$ cat config.mk
export PLATFORM = sky130hd
export DESIGN_NAME = seq_restoring_divider
export DESIGN_NICKNAME = d
export VERILOG_FILES = /design/src/rtl/seq_restoring_divider.sv
export SDC_FILE = /design/constraint.sdc
export NUM_CORES = 1
export LEC_CHECK = 0
export BUFFER_PORTS_ARGS = -buffer_cell sky130_fd_sc_hd__buf_2
export CAP_MARGIN = 30
export CORE_AREA = 2 2 79 81
export DETAILED_ROUTE_END_ITERATION = 8
export DIE_AREA = 0 0 81 83
export GPL_TIMING_DRIVEN = 0
export PLACE_DENSITY = 0.42
export SYNTH_ARGS = -nofsm -noshare
export SYNTH_HDL_FRONTEND = slang
export SYNTH_SLANG_ARGS = --single-unit
$ cat constraint.sdc
create_clock -name clock -period 3.1 [get_ports clock]
set_input_delay 0.93 -clock clock [delete_from_list [all_inputs] [get_ports clock]]
set_output_delay 0.93 -clock clock [all_outputs]
set_load 0.02 [all_outputs]
$ cat src/rtl/seq_restoring_divider.sv
// Sequential restoring divider: one quotient bit per clock, start/busy/done handshake.
// Optional two's complement mode is enabled with the SIGNED_DIV_EN macro.
module seq_restoring_divider #(
  parameter int WIDTH = 4
) (
  input  logic             clock,
  input  logic             reset,
  input  logic             start,
  input  logic [WIDTH-1:0] dividend,
  input  logic [WIDTH-1:0] divisor,
  output logic             busy,
  output logic             done,
  output logic [WIDTH-1:0] quotient,
  output logic [WIDTH-1:0] remainder,
  output logic             div_by_zero
);

  localparam int CW = $clog2(WIDTH + 1);

  typedef enum logic [1:0] {
    IDLE = 2'd0,
    RUN  = 2'd1,
    DONE = 2'd2
  } state_t;

  state_t           state_q, state_d;
  logic [CW-1:0]    cnt_q, cnt_d;
  logic [WIDTH-1:0] rem_q, rem_d;
  logic [WIDTH-1:0] q_q, q_d;
  logic [WIDTH-1:0] dvsr_q, dvsr_d;
  logic             zero_q, zero_d;
  logic [WIDTH-1:0] quot_q, quot_d;
  logic [WIDTH-1:0] remd_q, remd_d;
  logic             dbz_q, dbz_d;

  logic [WIDTH-1:0] a_mag, b_mag;
  logic [WIDTH:0]   shifted, trial;
  logic [WIDTH-1:0] rem_step, q_step;
  logic [WIDTH-1:0] quot_fix, rem_fix;

`ifdef SIGNED_DIV_EN
  logic qneg_q, qneg_d;
  logic dneg_q, dneg_d;

  // Operand magnitudes and final sign fix-up for two's complement mode
  always_comb begin
    a_mag    = dividend[WIDTH-1] ? -dividend : dividend;
    b_mag    = divisor[WIDTH-1] ? -divisor : divisor;
    quot_fix = qneg_q ? -q_step : q_step;
    rem_fix  = dneg_q ? -rem_step : rem_step;
  end
`else
  // Unsigned mode: operands and results pass straight through
  always_comb begin
    a_mag    = dividend;
    b_mag    = divisor;
    quot_fix = q_step;
    rem_fix  = rem_step;
  end
`endif

  // One restoring step: shift in next dividend bit, trial subtract, keep or restore
  always_comb begin
    shifted  = {rem_q, q_q[WIDTH-1]};
    trial    = shifted - {1'b0, dvsr_q};
    rem_step = trial[WIDTH] ? shifted[WIDTH-1:0] : trial[WIDTH-1:0];
    q_step   = {q_q[WIDTH-2:0], ~trial[WIDTH]};
  end

  // Next-state and datapath control
  always_comb begin
    state_d = state_q;
    cnt_d   = cnt_q;
    rem_d   = rem_q;
    q_d     = q_q;
    dvsr_d  = dvsr_q;
    zero_d  = zero_q;
    quot_d  = quot_q;
    remd_d  = remd_q;
    dbz_d   = dbz_q;
`ifdef SIGNED_DIV_EN
    qneg_d  = qneg_q;
    dneg_d  = dneg_q;
`endif
    unique case (state_q)
      IDLE, DONE: begin
        state_d = IDLE;
        if (start) begin
          state_d = RUN;
          if (divisor == '0) begin
            zero_d = 1'b1;
            q_d    = dividend;
            cnt_d  = '0;
          end else begin
            zero_d = 1'b0;
            rem_d  = '0;
            q_d    = a_mag;
            dvsr_d = b_mag;
            cnt_d  = CW'(WIDTH);
          end
`ifdef SIGNED_DIV_EN
          qneg_d = dividend[WIDTH-1] ^ divisor[WIDTH-1];
          dneg_d = dividend[WIDTH-1];
`endif
        end
      end
      RUN: begin
        if (zero_q) begin
          state_d = DONE;
          quot_d  = '1;
          remd_d  = q_q;
          dbz_d   = 1'b1;
        end else begin
          rem_d = rem_step;
          q_d   = q_step;
          cnt_d = cnt_q - CW'(1);
          if (cnt_q == CW'(1)) begin
            state_d = DONE;
            quot_d  = quot_fix;
            remd_d  = rem_fix;
            dbz_d   = 1'b0;
          end
        end
      end
      default: state_d = IDLE;
    endcase
  end

  // State and datapath registers
  always_ff @(posedge clock or posedge reset) begin
    if (reset) begin
      state_q <= IDLE;
      cnt_q   <= '0;
      rem_q   <= '0;
      q_q     <= '0;
      dvsr_q  <= '0;
      zero_q  <= 1'b0;
      quot_q  <= '0;
      remd_q  <= '0;
      dbz_q   <= 1'b0;
`ifdef SIGNED_DIV_EN
      qneg_q  <= 1'b0;
      dneg_q  <= 1'b0;
`endif
    end else begin
      state_q <= state_d;
      cnt_q   <= cnt_d;
      rem_q   <= rem_d;
      q_q     <= q_d;
      dvsr_q  <= dvsr_d;
      zero_q  <= zero_d;
      quot_q  <= quot_d;
      remd_q  <= remd_d;
      dbz_q   <= dbz_d;
`ifdef SIGNED_DIV_EN
      qneg_q  <= qneg_d;
      dneg_q  <= dneg_d;
`endif
    end
  end

  assign busy        = (state_q == RUN);
  assign done        = (state_q == DONE);
  assign quotient    = quot_q;
  assign remainder   = remd_q;
  assign div_by_zero = dbz_q;

endmodule

## Word-level counts from Yosys, hierarchy flattened

Cells that the tools add are included.

| operators by class | value |
|---|---|
| add/sub/neg operators | 2 |
| equality and inequality tests | 7 |
| multiplexer cells | 23 |
| bitwise logic cells | 2 |
| reduce and logical (&&, ||, !) cells | 10 |

Operator list:

| cell | count |
|---|---|
| two-way mux 4 bit | 10 |
| one-hot mux 4 bit (2 select lines) | 2 |
| two-way mux 3 bit | 3 |
| inequality test 2 bit, second input constant | 3 |
| one-hot mux 3 bit (2 select lines) | 1 |
| AND reduction 3 bit | 2 |
| subtractor 5 x 4 -> 5 bit | 1 |
| zero test 4 bit | 1 |
| two-way mux 1 bit | 4 |
| two-way mux 2 bit | 2 |
| one-hot mux 2 bit (2 select lines) | 1 |
| AND reduction 2 bit | 2 |
| AND reduction 4 bit | 1 |
| nonzero test 2 bit | 2 |
| equality test 3 x 1 -> 1 bit, second input constant | 1 |
| inequality test 3 x 1 -> 1 bit, second input constant | 1 |
| subtractor 3 x 1 -> 3 bit, second input constant | 1 |
| equality test 2 x 1 -> 1 bit, second input constant | 1 |
| equality test 2 bit, second input constant | 1 |
| zero test 2 bit | 1 |
| NOT 1 bit | 2 |
| OR reduction 2 bit | 1 |

| storage, ports and cells | value |
|---|---|
| bits in registers | 27 |
| input bits | 11 |
| output and inout port bits | 11 |
| logic and storage cells | 53 |

## Logic depth before layout (Yosys ltp)

| depth | value |
|---|---|
| depth in word-level cells | 4 |
| mapped depth | 8 |
| depth with buffers taken out | 8 |

## Worst setup path before layout

No wires, ideal clock.

| path | value |
|---|---|
| kind | register to register |
| start | register q_q[3] |
| end | register rem_q[1] |
| library setup time | 0.083 ns |
| arrival | 2.040 ns |
| required time | 3.017 ns |
| slack | 0.977 ns |
| cell stages (with the launch flop) | 9 |
| buffers on the path | 0 |
| clock period less this slack | 2.123 ns |
| cells stage by stage | dfrtp_1 inv_1 ha_1 fa_1 nand2b_1 a21oi_2 xor2_2 mux2_2 o21ai_0 |

| between the ends | value |
|---|---|
| word-level cells in the longest chain between the ends | 4 |

RTL lines:

| item | line | source |
|---|---|---|
| start: declaration | 29 | `logic [WIDTH-1:0] q_q, q_d;` |
| start signal: assignment | 149 | `q_q <= q_d;` |
| subtractor 5 x 4 -> 5 bit | 65 | `trial = shifted - {1'b0, dvsr_q};` |
| two-way mux 4 bit | 66 | `rem_step = trial[WIDTH] ? shifted[WIDTH-1:0] : trial[WIDTH-1:0];` |
| two-way mux 4 bit | 108 | `if (zero_q) begin` |
| one-hot mux 4 bit (2 select lines) | 85 | `unique case (state_q)` |
| end signal: assignment | 148 | `rem_q <= rem_d;` |
| end: declaration | 28 | `logic [WIDTH-1:0] rem_q, rem_d;` |

No other way between the ends. The select of a mux whose other input is x is not followed.
A chain may end at the register's enable or synchronous reset.

## Worst setup path in the final report

Ends and elaborated chain as after synthesis.

==> out/summary.txt <==
Die Y: 83 um
# setup viols final: 0
final WL: 3120 um
Power per Cell Area: 1220 mW/mm^2
die area: 0.00672 sq mm
clk slew on worst S/H paths: 0.10 ns
I/O pins: 22
post-CTS setup buffers: 0
Starting Density: 24.2%
CP required: 3.30 ns
syn avg cell area: 10.1 sq um
CTS hold repair buffers: 0
setup total negative slack: 0 ns
status: completed
width of the die: 81 um
yosys warns: 0
drt pass-1 iters: 5
post-synthesis sequential area ratio: 47.9%
# Max-Cap Violations: 0
number of CTS-inserted buffers: 3
hpwl dp: 2560 um
Slew @ Worst Pin: 0.419 ns
Clock Root Buffer: clkbuf_8
Max H-tree Level: 1
Critical Path Sink Type: flop
final slew viol count: 0
Syn-to-layout area delta: 19.5%
Core Region: 0.00582 sq mm
pin count of the biggest net entering global routing: 21
Synth Cell Area: 0.00141 sq mm
final hold violation count: 0
fin crit share: 78.0%
Pleak: 0.000779 uW
Async SR Flop Fraction: 100%
drt drc: 0
post-synth net total: 157
CP Buf/Inv Count: 1
CP Max Fanout: 5
max frequency: 413 MHz
post-CTS resize count: 0
minimum clock period: 2.42 ns
All-Layer GR Usage: 10.6%
min-delay worst type: reg -> reg
antenna viol nets, final: 0
CP max stage cell: mux2_2
worst stage delay on the critical path: 0.40 ns
Sink Count: 27
WL/cell: 13.0 um
Setup WS pre-CTS: 0.675 ns
Std-Cell Rows: 28
maximum VDD drop: 0.407 mV
initial antenna violation count: 0
initial DRC count: 28
delay-heaviest family, CP: adder cells
CTS tree: yes
Post-synth EDFFs: 0
Worst setup SP type: flop
Setup CP Type: reg -> reg
prevailing post-synth register cell: dfrtp_1
critical path cell sequence: inv_1, ha_1, fa_1, nand2b_1, a21oi_2, xor2_2, mux2_2, o21ai_0
port bufs: 21
Final WS setup: 0.681 ns
vias in the first global route: 1123
Nets: 184
Clk Latency, worst-skew pair: 0.28 ns
Slew Limit Headroom: 72.0%
count of different cell masters after synthesis: 37
total grt overflow: 0
clk_skew: 0.00387 ns
RSZ-0062 raised after global routing: false
Seq cells post-synth: 27
Vias per Instance: 4.45
n_diodes: 0
Synth Instances: 139
routed via count: 1067
global-route wire length before repair: 5560 um
CP Data Arrival Time: 2.62 ns
clk buf depth: 2
ratio of cells with drive above 1 in the final layout: 23.6%
GP Congestion: 0.738
fillers: 640
routing by layer:
metal  share of wire, %  wire, um  global-route usage [%]  vias to the layer above
met5                  0         0                       0                        -
met4                1.8        55                    4.16                        0
met3                2.8        88                    1.52                        5
met2                 50      1580                    17.6                       17
met1                 45      1400                    13.6                      510
li1                   -         -                       -                      535
cells in the final DEF, fill, tap and decap left out, types with 5 or more instances in the layout:
cell / netlist / routed
buf_2: 1 / 22
nor2_1: 9 / 9
dfrtp_1: 27 / 27
a21oi_1: 7 / 7
ha_1: 6 / 6
nand2_1: 23 / 23
o21ai_0: 10 / 10
o22ai_1: 5 / 5
inv_1: 9 / 9
o22a_1: 5 / 5
stage by stage:
stage               hold slack (ns)  utilization (%)  std cells  area, sq um  total power, uW
floorplan                     0.450                -        139         1410             1560
global placement              0.465             27.7        235         1610             1840
detailed placement            0.472             28.1        236         1640             1880
CTS                           0.499             29.0        240         1690             2100
global route                  0.532             29.0        240         1690             2270
finish                        0.486             29.0        240         1690             2050
layout make-up:
| cell class | count | area, sq um | area share [%] |
|---|---|---|---|
| plain buffers | 3 | 36.3 | 2.15 |
| clock buffers | 3 | 41.3 | 2.45 |
| clock inverters | 1 | 7.51 | 0.445 |
| inverters | 10 | 37.5 | 2.23 |
| multi-input cells | 99 | 661 | 39.2 |
| flip-flops and latches | 27 | 676 | 40.1 |
| well taps | 75 | 93.8 | 5.57 |
| repair buffers | 22 | 133 | 7.87 |
worst register-to-register path, delay by kind of cell, from the launching register on:
kind            cells  cell delay [ns]
compound gates      2             0.33
mux                 1             0.41
flops               1             0.39
fa+ha+maj           2             0.61
buf+inv             1             0.07
xor+xnor            1             0.33
simple gates        1             0.21
path summary, 6_finish.rpt:
path / from / endpoint / slack [ns] / cells past startpoint
worst max-delay path: q_q[3] / rem_q[1] / 0.68 / 8
worst min-delay path: div_by_zero / div_by_zero / 0.49 / 2
worst max register to register: q_q[3] / rem_q[1] / 0.68 / 8
worst min register to register: div_by_zero / div_by_zero / 0.49 / 2
max in group asynchronous: reset / remainder[1] / 2.04 / 3
min in group asynchronous: reset / quotient[3] / 0.62 / 2
cells in the mapped netlist (2+ instances only):
| library cell | count | area, sq um |
|---|---|---|
| ha_1 | 6 | 75.1 |
| nand2_1 | 23 | 86.3 |
| inv_1 | 9 | 33.8 |
| nand2b_1 | 2 | 12.5 |
| dfrtp_1 | 27 | 676 |
| a21oi_1 | 7 | 35.0 |
| nand3_1 | 2 | 10.0 |
| mux2_2 | 2 | 22.5 |
| o22ai_1 | 5 | 31.3 |
| a22o_1 | 3 | 26.3 |
| a31oi_1 | 4 | 25.0 |
| o22a_1 | 5 | 43.8 |
| o21ai_0 | 10 | 50.1 |
| and2b_1 | 3 | 22.5 |
| nor2_1 | 9 | 33.8 |
where the power goes:
group / internal, uW / switching (uW) / total, uW
registers: 523 / 137 / 660
logic: 514 / 673 / 1190
clock network: 91.4 / 115 / 207
total: 1130 / 925 / 2050
cell families after synthesis:
group	count (synthesis)	share of synthesized area (%)
buf+inv	13	5.23
fa+ha+maj	7	6.74
simple gates	46	16.9
compound gates	40	18.5
mux	3	2.31
xor+xnor	3	2.40
flops	27	47.9
sequential cells by signal, summed over array words and instances (netlist names):
| name | count |
|---|---|
| dvsr_q | 4 |
| q_q | 4 |
| quotient | 4 |
| rem_q | 4 |
| remainder | 4 |
| cnt_q | 3 |
| state_q | 2 |
| div_by_zero | 1 |
| zero_q | 1 |
(Power assumes the default switching activity.)
